### config.mk
export PLATFORM = sky130hd
export DESIGN_NAME = des_crypt_flat
export DESIGN_NICKNAME = d
export VERILOG_FILES = /design/src/rtl/des_pkg.sv /design/src/rtl/des_if.sv /design/src/rtl/des_f.sv /design/src/rtl/des_crypt.sv /design/src/flat_wrapper.sv
export SDC_FILE = /design/constraint.sdc
export NUM_CORES = 1
export LEC_CHECK = 0
export BUFFER_PORTS_ARGS = -buffer_cell sky130_fd_sc_hd__buf_2
export CAP_MARGIN = 20
export CORE_AREA = 2 2 353 355
export CTS_CLUSTER_SIZE = 10
export DETAILED_ROUTE_END_ITERATION = 6
export DIE_AREA = 0 0 355 357
export MAX_ROUTING_LAYER = met4
export PLACE_DENSITY_LB_ADDON = 0.05
export SLEW_MARGIN = 20
export SYNTH_ARGS = -nofsm -noshare
export SYNTH_HDL_FRONTEND = slang
export SYNTH_HIERARCHICAL = 1
export SYNTH_SLANG_ARGS = --single-unit
### constraint.sdc
create_clock -name i_clk -period 3.35 [get_ports i_clk]
set_input_delay 0 -clock i_clk [delete_from_list [all_inputs] [get_ports i_clk]]
set_output_delay 0 -clock i_clk [all_outputs]
set_load 0.01 [all_outputs]
### src/rtl/des_pkg.sv
// Shared DES constants: permutation tables, S-boxes and key-schedule tables,
// plus the table-driven helper functions used by the data path.
package des_pkg;

  localparam int DES_ROUNDS = 16;
  localparam int KEY_W      = 48;
  localparam int EXKEY_W    = DES_ROUNDS * KEY_W;

  typedef enum logic {ST_IDLE, ST_RUN} state_t;

  // Tables hold 1-based DES bit numbers, bit 1 being the MSB.
  localparam int IP_T [64] = '{
    58, 50, 42, 34, 26, 18, 10, 2,  60, 52, 44, 36, 28, 20, 12, 4,
    62, 54, 46, 38, 30, 22, 14, 6,  64, 56, 48, 40, 32, 24, 16, 8,
    57, 49, 41, 33, 25, 17,  9, 1,  59, 51, 43, 35, 27, 19, 11, 3,
    61, 53, 45, 37, 29, 21, 13, 5,  63, 55, 47, 39, 31, 23, 15, 7};

  localparam int FP_T [64] = '{
    40, 8, 48, 16, 56, 24, 64, 32,  39, 7, 47, 15, 55, 23, 63, 31,
    38, 6, 46, 14, 54, 22, 62, 30,  37, 5, 45, 13, 53, 21, 61, 29,
    36, 4, 44, 12, 52, 20, 60, 28,  35, 3, 43, 11, 51, 19, 59, 27,
    34, 2, 42, 10, 50, 18, 58, 26,  33, 1, 41,  9, 49, 17, 57, 25};

  localparam int E_T [48] = '{
    32,  1,  2,  3,  4,  5,   4,  5,  6,  7,  8,  9,
     8,  9, 10, 11, 12, 13,  12, 13, 14, 15, 16, 17,
    16, 17, 18, 19, 20, 21,  20, 21, 22, 23, 24, 25,
    24, 25, 26, 27, 28, 29,  28, 29, 30, 31, 32,  1};

  localparam int P_T [32] = '{
    16,  7, 20, 21, 29, 12, 28, 17,   1, 15, 23, 26,  5, 18, 31, 10,
     2,  8, 24, 14, 32, 27,  3,  9,  19, 13, 30,  6, 22, 11,  4, 25};

  localparam int PC1_T [56] = '{
    57, 49, 41, 33, 25, 17,  9,   1, 58, 50, 42, 34, 26, 18,
    10,  2, 59, 51, 43, 35, 27,  19, 11,  3, 60, 52, 44, 36,
    63, 55, 47, 39, 31, 23, 15,   7, 62, 54, 46, 38, 30, 22,
    14,  6, 61, 53, 45, 37, 29,  21, 13,  5, 28, 20, 12,  4};

  localparam int PC2_T [48] = '{
    14, 17, 11, 24,  1,  5,   3, 28, 15,  6, 21, 10,
    23, 19, 12,  4, 26,  8,  16,  7, 27, 20, 13,  2,
    41, 52, 31, 37, 47, 55,  30, 40, 51, 45, 33, 48,
    44, 49, 39, 56, 34, 53,  46, 42, 50, 36, 29, 32};

  localparam int SHIFT_T [16] = '{1, 1, 2, 2, 2, 2, 2, 2, 1, 2, 2, 2, 2, 2, 2, 1};

  // Each S-box is four 16-nibble rows, row 0 / column 0 in the top nibble.
  localparam logic [255:0] SBOX [8] = '{
    256'hE4D12FB83A6C5907_0F74E2D1A6CB9538_41E8D62BFC973A50_FC8249175B3EA06D,
    256'hF18E6B34972DC05A_3D47F28EC01A69B5_0E7BA4D158C6932F_D8A13F42B67C05E9,
    256'hA09E63F51DC7B428_D709346A285ECBF1_D6498F30B12C5AE7_1AD069874FE3B52C,
    256'h7DE3069A1285BC4F_D8B56F03472C1AE9_A690CB7DF13E5284_3F06A1D8945BC72E,
    256'h2C417AB6853FD0E9_EB2C47D150FA3986_421BAD78F9C5630E_B8C71E2D6F09A453,
    256'hC1AF92680D34E75B_AF427C9561DE0B38_9EF528C3704A1DB6_432C95FABE17608D,
    256'h4B2EF08D3C975A61_D0B7491AE35C2F86_14BDC37EAF680592_6BD814A7950FE23C,
    256'hD2846FB1A93E50C7_1FD8A374C56B0E92_7B419CE206ADF358_21E74A8DFC90356B};

  function automatic logic [63:0] ip_perm(input logic [63:0] x);
    logic [63:0] y;
    y = '0;
    for (int i = 0; i < 64; i++) y[6'(63 - i)] = x[6'(64 - IP_T[i])];
    return y;
  endfunction

  function automatic logic [63:0] fp_perm(input logic [63:0] x);
    logic [63:0] y;
    y = '0;
    for (int i = 0; i < 64; i++) y[6'(63 - i)] = x[6'(64 - FP_T[i])];
    return y;
  endfunction

  function automatic logic [47:0] e_exp(input logic [31:0] x);
    logic [47:0] y;
    y = '0;
    for (int i = 0; i < 48; i++) y[6'(47 - i)] = x[5'(32 - E_T[i])];
    return y;
  endfunction

  function automatic logic [31:0] p_perm(input logic [31:0] x);
    logic [31:0] y;
    y = '0;
    for (int i = 0; i < 32; i++) y[5'(31 - i)] = x[5'(32 - P_T[i])];
    return y;
  endfunction

  // Row comes from the outer bits of the group, column from the inner four.
  function automatic logic [3:0] sbox_lu(input logic [2:0] n, input logic [5:0] six);
    logic [5:0]   idx;
    logic [255:0] t;
    idx = {six[5], six[0], six[4:1]};
    t   = SBOX[n] >> {6'd63 - idx, 2'b00};
    return t[3:0];
  endfunction

endpackage

### src/rtl/des_if.sv
// Data-side handshake between a block source and the DES core.
interface des_if;
  import des_pkg::*;

  logic [63:0] i_din;
  logic        i_din_en;
  logic        i_decrypt;
  logic [63:0] o_dout;
  logic        o_dout_en;
  logic        o_busy;

  modport master (output i_din, i_din_en, i_decrypt, input o_dout, o_dout_en, o_busy);
  modport slave  (input i_din, i_din_en, i_decrypt, output o_dout, o_dout_en, o_busy);
endinterface

### src/rtl/des_f.sv
// Combinational DES round function f(R,K) = P(S(E(R) ^ K)).
module des_f
  import des_pkg::*;
(
  input  logic [31:0]      i_r,
  input  logic [KEY_W-1:0] i_k,
  output logic [31:0]      o_f
);

  logic [47:0] w_x;
  logic [31:0] w_s;

  assign w_x = e_exp(i_r) ^ i_k;

  generate
    for (genvar gi = 0; gi < 8; gi++) begin : g_sbox
      assign w_s[31-4*gi -: 4] = sbox_lu(3'(gi), w_x[47-6*gi -: 6]);
    end
  endgenerate

  assign o_f = p_perm(w_s);

endmodule

### src/rtl/des_crypt.sv
// Iterative DES core: one Feistel round per clock using externally held round
// keys; aborts without output if the key schedule drops key-ready mid-block.
module des_crypt
  import des_pkg::*;
(
  input  logic               i_clk,
  input  logic               i_rst,
  input  logic [EXKEY_W-1:0] i_exkey,
  input  logic               i_key_ok,
  des_if.slave               bus
);

  state_t      r_state;
  logic [31:0] r_l;
  logic [31:0] r_r;
  logic [3:0]  r_cnt;
  logic        r_dec;
  logic [63:0] r_dout;
  logic        r_dout_en;

  logic [KEY_W-1:0] w_keys [DES_ROUNDS];
  logic [3:0]       w_ksel;
  logic [31:0]      w_f;
  logic [31:0]      w_l_new;
  logic [31:0]      w_r_new;

  // w_keys[n] is round key K(n+1); K1 sits in the top slice of the bus.
  generate
    for (genvar gi = 0; gi < DES_ROUNDS; gi++) begin : g_keys
      assign w_keys[gi] = i_exkey[EXKEY_W-1-KEY_W*gi -: KEY_W];
    end
  endgenerate

  assign w_ksel = r_dec ? (4'd15 - r_cnt) : r_cnt;

  des_f u_f (
    .i_r (r_r),
    .i_k (w_keys[w_ksel]),
    .o_f (w_f)
  );

  assign w_l_new = r_r;
  assign w_r_new = r_l ^ w_f;

  always_ff @(posedge i_clk or posedge i_rst) begin
    if (i_rst) begin
      r_state   <= ST_IDLE;
      r_l       <= '0;
      r_r       <= '0;
      r_cnt     <= '0;
      r_dec     <= 1'b0;
      r_dout    <= '0;
      r_dout_en <= 1'b0;
    end else begin
      r_dout_en <= 1'b0;
      case (r_state)
        ST_IDLE: begin
          if (bus.i_din_en && i_key_ok) begin
            {r_l, r_r} <= ip_perm(bus.i_din);
            r_dec      <= bus.i_decrypt;
            r_cnt      <= '0;
            r_state    <= ST_RUN;
          end
        end
        ST_RUN: begin
          // Keys are not latched, so a rekey mid-block must discard the block.
          if (!i_key_ok) begin
            r_state <= ST_IDLE;
          end else begin
            r_l   <= w_l_new;
            r_r   <= w_r_new;
            r_cnt <= r_cnt + 4'd1;
            if (r_cnt == 4'(DES_ROUNDS - 1)) begin
              r_dout    <= fp_perm({w_r_new, w_l_new});
              r_dout_en <= 1'b1;
              r_state   <= ST_IDLE;
            end
          end
        end
        default: r_state <= ST_IDLE;
      endcase
    end
  end

  assign bus.o_dout    = r_dout;
  assign bus.o_dout_en = r_dout_en;
  assign bus.o_busy    = (r_state == ST_RUN);

endmodule

### src/flat_wrapper.sv
// flat-port wrapper written by rule: the top's interface ports become plain ports
module des_crypt_flat import des_pkg::*;
  (i_clk, i_rst, i_exkey, i_key_ok, bus_i_din, bus_i_din_en, bus_i_decrypt, bus_o_dout, bus_o_dout_en, bus_o_busy);
  des_if bus_i ();
  input  logic i_clk;
  input  logic i_rst;
  input  logic [EXKEY_W-1:0] i_exkey;
  input  logic i_key_ok;
  input wire logic [$bits(bus_i.i_din)-1:0] bus_i_din;
  input wire logic [$bits(bus_i.i_din_en)-1:0] bus_i_din_en;
  input wire logic [$bits(bus_i.i_decrypt)-1:0] bus_i_decrypt;
  output wire logic [$bits(bus_i.o_dout)-1:0] bus_o_dout;
  output wire logic [$bits(bus_i.o_dout_en)-1:0] bus_o_dout_en;
  output wire logic [$bits(bus_i.o_busy)-1:0] bus_o_busy;
  assign bus_i.i_din = bus_i_din;
  assign bus_i.i_din_en = bus_i_din_en;
  assign bus_i.i_decrypt = bus_i_decrypt;
  assign bus_o_dout = bus_i.o_dout;
  assign bus_o_dout_en = bus_i.o_dout_en;
  assign bus_o_busy = bus_i.o_busy;
  des_crypt u_core (.i_clk(i_clk), .i_rst(i_rst), .i_exkey(i_exkey), .i_key_ok(i_key_ok), .bus(bus_i));
endmodule
# == After elaboration in Yosys (flattened, before gate mapping) ==
# Index checks and enable logic that the tools add are counted.
# word_totals
mem_bits_rw,0
romBits,0
register_bits,87
latch_bits,0
input_bits,837
memories,0
output_inout_bits,66
elab_cells,49
# op_classes
shifts,4
eq_ne,3
reduce_logical,4
order_cmp,1
n_bitwise,4
n_mul,0
div_mod_pow,0
muxes,20
add_sub_neg,6
# ops
op,count
"256-bit by 8-bit right shift with 3-bit output, first input constant",2
"255-bit by 8-bit right shift with 4-bit output, first input constant",1
"254-bit by 8-bit right shift with 2-bit output, first input constant",1
48-bit binary-select mux with 4-bit select,1
32-bit 2-to-1 mux,4
32-bit case mux with 2 select lines,2
24-bit 2-to-1 mux,2
32-bit by 16-bit bitwise XOR with 32-bit output,1
"6-bit subtractor, first input constant",4
24-bit bitwise XOR,1
4-bit 2-to-1 mux,3
4-bit case mux with 2 select lines,1
1-bit 2-to-1 mux,6
"5-bit greater-or-equal comparator, second input constant",1
4-bit NOT with 5-bit output,1
"4-bit by 1-bit adder with 4-bit output, second input constant",1
"4-bit equality test, second input constant",1
2-bit AND reduction,2
"4-bit subtractor, first input constant",1
3-bit AND reduction,1
"2-bit by 1-bit inequality test with 1-bit output, second input constant",1
"2-bit inequality test, second input constant",1
1-bit case mux with 2 select lines,1
1-bit logical AND,1
1-bit NOT,1

# == Depth between registers and ports, before layout ==
# Gate-level depths: netlist of the first run.
# depth
word_depth,12
mapped_depth,20
depth_no_buf,16

# == Hierarchy ==
# Netlist of the first run, hierarchy kept.
# by_module_without_submodules
module,cells_each,instances,area_each_um2,seq_area_each_um2
des_crypt,2032,1,14664.1,2177.1
des_f,163,1,1342.5,0.0

# == Least setup slack after synthesis of the first run ==
# No wires, ideal clock.
# synth_path
kind,register to register
from,reg u_core.r_cnt[1]
to,reg u_core.r_r[0]
n_path_buf,4
arrival_ns,3.558
path_slack_ns,-0.341
path_stages_with_launch,18
required_ns,3.217
setup_time_ns,0.133
period_less_slack_ns,3.691
cell_sequence,dfrtp_1 buf_2 or3b_1 buf_2 buf_6 buf_6 o22ai_1 o21ai_1 nand3_1 o22ai_1 xnor2_1 inv_1 ha_1 mux4_1 a21oi_1 a21oi_1 xnor2_1 o21ai_0
# synth_between
elab_chain_len,12
# synth_lines
item,line,source
"start, declared",des_crypt.sv:16,logic [3:0] r_cnt;
"start signal, assigned",des_crypt.sv:72,r_cnt <= r_cnt + 4'd1;
4-bit subtractor,des_crypt.sv:34,assign w_ksel = r_dec ? (4'd15 - r_cnt) : r_cnt;
4-bit 2-to-1 mux (*),des_crypt.sv:34,
4-bit NOT with 5-bit output (implied by the code) (*),des_crypt.sv:38,".i_k (w_keys[w_ksel]),"
48-bit binary-select mux with 4-bit select (*),des_crypt.sv:38,
24-bit 2-to-1 mux (implied by the code) (*) (2 in a row),des_crypt.sv:38,
24-bit bitwise XOR (*),des_f.sv:13,assign w_x = e_exp(i_r) ^ i_k;
6-bit subtractor (*),des_pkg.sv:92,"t = SBOX[n] >> {6'd63 - idx, 2'b00};"
255-bit by 8-bit right shift with 4-bit output (*),des_pkg.sv:92,
net u_core.w_f[0],des_crypt.sv:23,logic [31:0] w_f;
32-bit by 16-bit bitwise XOR with 32-bit output (*),des_crypt.sv:43,assign w_r_new = r_l ^ w_f;
32-bit 2-to-1 mux (*),des_crypt.sv:67,if (!i_key_ok) begin
32-bit case mux with 2 select lines (*),des_crypt.sv:56,case (r_state)
"end signal, assigned",des_crypt.sv:59,"{r_l, r_r} <= ip_perm(bus.i_din);"
"end signal, assigned",des_crypt.sv:71,r_r <= w_r_new;
"end, declared",des_crypt.sv:15,logic [31:0] r_r;
# The timed path passes the listed nets; every way through them passes the cells marked *. The select of a mux whose other input is x is not followed.
# A chain may end at the register's enable or synchronous reset.

# == Final worst setup path of the first run ==
# layout_path
from,reg u_core.r_dec
to,reg u_core.r_r[13]
# layout_between
elab_chain_len,11
# layout_lines
item,line,source
"start, declared",des_crypt.sv:17,logic r_dec;
"start signal, assigned",des_crypt.sv:60,r_dec <= bus.i_decrypt;
4-bit 2-to-1 mux,des_crypt.sv:34,
4-bit NOT with 5-bit output (implied by the code),des_crypt.sv:38,
48-bit binary-select mux with 4-bit select,des_crypt.sv:38,
24-bit 2-to-1 mux (implied by the code) (2 in a row),des_crypt.sv:38,
24-bit bitwise XOR,des_f.sv:13,
6-bit subtractor,des_pkg.sv:92,
256-bit by 8-bit right shift with 3-bit output,des_pkg.sv:92,
net u_core.w_f[13],des_crypt.sv:23,
32-bit by 16-bit bitwise XOR with 32-bit output,des_crypt.sv:43,
32-bit 2-to-1 mux,des_crypt.sv:67,
32-bit case mux with 2 select lines,des_crypt.sv:56,
# The timed path passes the listed nets, and every way through them passes these cells. The select of a mux whose other input is x is not followed.

==> results of run 1 <==
[stage by stage]
stage          std cells  TNS [ns]  setup slack [ns]  instance area (µm²)
4_1_cts             3420     -2.20            -0.442                16800
5_1_grt             3446     -3.19            -0.582                17500
2_1_floorplan       1362   -0.0133           -0.0133                10200
6_report            3451     -1.93            -0.384                17500
3_3_place_gp        3363     -4.59             -1.00                15200
3_5_place_dp        3363     -4.69             -1.04                15200
[layout by cell type, fill, tap and decap left out, types with 6 or more instances in the layout]
master         count
o21ai_0           58
o22ai_4           11
ha_1               8
nand2_1           68
nand3_1           72
a221oi_1         148
buf_4            226
nor2_2             8
xor2_2             7
nor2_1            47
o221ai_1          67
mux2i_1            8
nand3_2           12
dlygate4sd3_1      9
a211oi_4           6
ha_4               8
o22ai_1           46
clkbuf_16         10
nor3_1            20
inv_2              8
xnor2_1           31
a22o_1            40
a211oi_2          15
conb_1            65
a221oi_2          25
o21ai_2           17
o211ai_1          27
buf_12            40
buf_2            390
xnor2_2           12
xor2_1             8
buf_6             24
mux2_2            19
o22ai_2           13
o221ai_2          20
diode_2           20
dfrtp_1           67
o21ai_1           41
[critical path: stages (launching register included)]
cell,delay [ns]
dfrtp_4,0.52
buf_12,0.15
buf_12,0.15
a221oi_4,0.27
nor2_2,0.09
a211oi_4,0.34
buf_6,0.18
o22ai_4,0.09
xor2_2,0.24
inv_2,0.12
ha_4,0.18
mux4_2,0.47
mux2i_2,0.18
o22ai_2,0.12
xnor2_1,0.20
o21ai_1,0.08
a22o_1,0.19
[flip-flops by register name, summed over array words and instances, names as in the netlist]
signal	count
u_core/bus.o_busy	1
u_core/bus.o_dout_en	1
u_core/r_cnt	4
u_core/r_l	24
u_core/r_dec	1
u_core/bus.o_dout	16
u_core/r_r	24
[power by group]
part           leakage, nW  internal (mW)  switching, mW  total, mW
clock                0.126          0.507          0.491      0.999
combinational         5.80           4.92           5.42       10.3
sequential           0.933          0.987          0.276       1.26
[per-layer routing]
metal | vias to the layer above | GRT usage [%] | share of wire [%]
li1 | 6035 | - | -
met1 | 6454 | 18.6 | 48
met2 | 506 | 20.7 | 45
met3 | 52 | 2.39 | 5.6
met4 | 0 | 1.89 | 1.3
met5 | - | - | 0
[final cells by class]
type,instances,area [µm²],share of cell area (%)
repair buffers,699,5070,29.0
multi-input cells,993,8170,46.7
inverters,15,77.6,0.444
diodes,20,50.0,0.286
clock buffers,10,229,1.31
flip-flops and latches,71,1790,10.3
clock inverters,6,45.0,0.258
well taps,1637,2050,11.7
[final timing paths]
| check | endpoint | start | slack (ns) | cells after the start |
|---|---|---|---|---|
| max | u_core/r_r[13]$_DFFE_PP0P_ | u_core/r_dec$_DFFE_PP0P_ | -0.38 | 16 |
| min | u_core/r_r[6]$_DFFE_PP0P_ | bus_i_din[9] | 0.02 | 4 |
| max reg2reg | u_core/r_r[13]$_DFFE_PP0P_ | u_core/r_dec$_DFFE_PP0P_ | -0.38 | 16 |
| min reg2reg | u_core/bus.o_dout[29]$_DFFE_PP0P_ | u_core/bus.o_dout[29]$_DFFE_PP0P_ | 0.51 | 1 |
| max in group asynchronous | u_core/r_l[11]$_DFFE_PP0P_ | i_rst | 2.18 | 4 |
| min in group asynchronous | u_core/bus.o_dout_en$_DFF_PP0_ | i_rst | 0.34 | 3 |
[timing repair]
item,in CTS,in global routing
pin swaps,78,56
hold buffers,9,0
endpoints found under the hold margin,46,0
resized for setup,189,86
cloned,5,1
setup buffers,31,11
endpoints found under the setup margin,7,7
==> results_dict.tcl, run 1 <==
set metrics [dict create \
    outcome "finished, violations left" \
    violations "negative setup slack" \
    timing.final.crit_period_ns 3.73 \
    fmax_mhz 268 \
    crit_path_start_kind "flop" \
    htreeDepth 3 \
    finalClockSkew_ns 0.00793 \
    finalSetupViolCount 7 \
    coreArea_mm2 0.123 \
    p_leak_nw 6.86 \
    slew_headroom_pct 33.6 \
    fin_crit_sh_pct 111 \
    dp_hpwl_um 70900 \
    drtPass1Iterations 5 \
    utilization_pct 14.2 \
    drive_gt1_share_pct 52.2 \
    fin_ws_ns -0.384 \
    ys_warn_count 6 \
    place_congestion 0.776 \
    rows 129 \
    synth_cells 1299 \
    syn-cell-area_mm2 0.00986 \
    vias_per_cell 3.78 \
    maxCapViolations 0 \
    track_usage_pct 13.4 \
    clk_pin_slew_ns 0.07 \
    route.detailed.drc 0 \
    path_max_fanout 26 \
    post_drt_wl_per_cell_um 25.0 \
    detail-route-antenna-nets 0 \
    antenna_found_initial 44 \
    cellPowerDensity_mw_per_mm2 721 \
    hold_ws_ns 0.0242 \
    cts_root_buf "clkbuf_16" \
    hold_path.class "primary input to flop" \
    wl_um 86300 \
    grt_pass1_vias 13100 \
    clock_latency_ns 0.37 \
    slew_viol_final 0 \
    finalHoldViolCount 0 \
    num_vias 13000 \
    fill_cells 14200 \
    num_io_pins 903 \
    nNetsFinal 2643 \
    worstPathRequired_ns 3.62 \
    crit_type "flop to flop" \
    grt_max_degree 42 \
    dieWidth_um 355 \
    die_area_mm2 0.127 \
    floorplan.initialDensity_pct 8.02 \
    grt_pass1_wl_um 114000 \
    area.growth.synth_to_final_pct 77.3 \
    crit_arrival_ns 4.00 \
    cts_buffers 9 \
    rsz0062_at_grt "true" \
    syn_area_per_cell_um2 7.59 \
    cts_buffer_depth 2 \
    tightest_slew_ns 0.997 \
    die_y_um 357 \
    numPortBuffers 390 \
    irDropWorstVdd_mv 0.330 \
    finalPower_mw 12.6 \
    cts_tree "done" \
    cts_sinks 71 \
    detail_route.iter0.violations 755 \
    cp-end-kind "flop" \
    grt.overflow.total 0 \
]
(Power assumes the default switching activity.)
==> inputs of run 2 (changes only) <==
--- a/config.mk
+++ b/config.mk
@@ -13,6 +13,7 @@
 export DIE_AREA = 0 0 355 357
 export MAX_ROUTING_LAYER = met4
 export PLACE_DENSITY_LB_ADDON = 0.05
+export REMOVE_ABC_BUFFERS = 1
 export SLEW_MARGIN = 20
 export SYNTH_ARGS = -nofsm -noshare
 export SYNTH_HDL_FRONTEND = slang
==> results_dict.tcl, run 2 (synthesis gave the netlist of run 1 again) <==
set metrics [dict create \
    fin_ws_ns -0.162 \
    grt_max_degree 42 \
    path_max_fanout 6 \
    dieWidth_um 355 \
    maxCapViolations 0 \
    path_buf_inv 5 \
    finalHoldViolCount 0 \
    grt.overflow.total 0 \
    detail-route-antenna-nets 0 \
    track_usage_pct 13.2 \
    floorplan.initialDensity_pct 8.02 \
    detail_route.iter0.violations 765 \
    timing.final.crit_period_ns 3.51 \
    cts_sinks 71 \
    post_drt_wl_per_cell_um 24.5 \
    area.growth.synth_to_final_pct 79.4 \
    crit_path_start_kind "flop" \
    fin_tns_setup_ns -0.505 \
    final_cells 3451 \
    path_cells "buf_12 > nand3b_1 > buf_6 > buf_8 > buf_6 > o22ai_4 > o21ai_2 > nand3_2 > o22ai_4 > xnor2_2 > buf_4 > mux4_2 > mux2i_1 > o22ai_2 > xnor2_1 > o21ai_1 > a22o_1" \
    max_stage_delay_ns 0.54 \
    finalClockSkew_ns 0.00862 \
    clock_latency_ns 0.36 \
    stdcell_area_mm2 0.0177 \
    drive_gt1_share_pct 52.7 \
    antenna_found_initial 70 \
    cts_buffer_depth 2 \
    cts_tree "done" \
    crit_type "flop to flop" \
    cts_root_buf "clkbuf_16" \
    place_congestion 0.796 \
    violations "design-rule violations, negative setup slack" \
    dp_hpwl_um 69600 \
    finalSetupViolCount 5 \
    drtPass1Iterations 7 \
    cellPowerDensity_mw_per_mm2 715 \
    slew_viol_final 0 \
    fmax_mhz 285 \
    die_y_um 357 \
    htreeDepth 3 \
    grt_pass1_vias 13400 \
    slew_headroom_pct 52.7 \
    final_common_cell "buf_2" \
    die_area_mm2 0.127 \
    slowest_stage "dfrtp_4" \
    cp-end-kind "flop" \
    num_io_pins 903 \
    finalPower_mw 12.6 \
    numPortBuffers 390 \
    hold_path.class "primary input to flop" \
    irDropWorstVdd_mv 0.307 \
    critPathTopFamily "compound AO/OA/AOI/OAI gates" \
    worstPathRequired_ns 3.59 \
    layout_common_cells "buf_2, buf_4, a221oi_1" \
    cts_buffers 9 \
    rsz0062_at_grt "true" \
    place_inst 3349 \
    coreArea_mm2 0.123 \
    nNetsFinal 2633 \
    outcome "finished, violations left" \
    wl_um 84400 \
    clk_pin_slew_ns 0.06 \
    fin_crit_sh_pct 105 \
    num_vias 13200 \
    tightest_slew_ns 0.709 \
    p_leak_nw 6.85 \
    placed_area_mm2 0.0150 \
    rows 129 \
    route.detailed.drc 2 \
    vias_per_cell 3.81 \
    grt_pass1_wl_um 114000 \
    crit_arrival_ns 3.75 \
    hold_ws_ns 0.0293 \
]
## run 2: cell count changes in the layout (fill, tap and decap cells not counted), sizes merged
cell,delta
diode,+11
buf,-8
clkinv,+3
clkinvlp,-3
bufbuf,-2
bufinv,+1
clkbuf,-1
inv,-1
## run 2: cell type report
cell class              instances  area, µm²
clock buffers                   9        225
multi-input cells             993       8430
repair buffers                689       4960
clock inverters                 6       62.6
flip-flops and latches         71       1790
well taps                    1637       2050
fillers                     14100     105000
inverters                      15       90.1
diodes                         31       77.6
## run 2: power breakdown
group / total, mW / internal [mW] / switching, mW
sequential: 1.24 / 0.989 / 0.249
combinational: 10.4 / 5.02 / 5.39
clock: 0.993 / 0.572 / 0.422
## run 2: worst min-delay path: cells and delay by family
kind | cells | cell delay [ns]
AOI/OAI and AO/OA | 2 | 0.19
and+or+nand+nor | 1 | 0.07
buffers and inverters | 1 | 0.10
## run 2: metal layers
metal  share of wire (%)  GRT usage (%)
met1                  46           17.2
met4                 1.1           1.37
met5                   0              -
met3                 5.7           2.34
met2                  47           21.8
## run 2: worst paths after layout
path	slack, ns	depth (start not counted)	from	end
setup / recovery	-0.16	17	u_core/r_dec$_DFFE_PP0P_	u_core/r_r[13]$_DFFE_PP0P_
setup reg to reg	-0.16	17	u_core/r_dec$_DFFE_PP0P_	u_core/r_r[13]$_DFFE_PP0P_
hold / removal	0.03	4	bus_i_din[3]	u_core/r_r[15]$_DFFE_PP0P_
min in group asynchronous	0.27	3	i_rst	u_core/bus.o_dout[27]$_DFFE_PP0P_
hold reg to reg	0.51	1	u_core/bus.o_dout[9]$_DFFE_PP0P_	u_core/bus.o_dout[9]$_DFFE_PP0P_
max in group asynchronous	2.19	4	i_rst	u_core/bus.o_dout[23]$_DFFE_PP0P_
## run 2: metrics by stage
stage	util (%)	worst slack (ns)
global placement	12.2	-0.769
detailed placement	12.2	-0.728
CTS	13.7	-0.185
global route	14.4	-0.369
floorplan	-	-3.74
finish	14.4	-0.162
## run 2: timing repair
item,in CTS,in global routing
pin swaps,71,81
resized for setup,245,120
buffers inserted,35,15
hold buffers,9,0
setup endpoints to repair,7,7
cloned,1,1
endpoints found under the hold margin,38,0
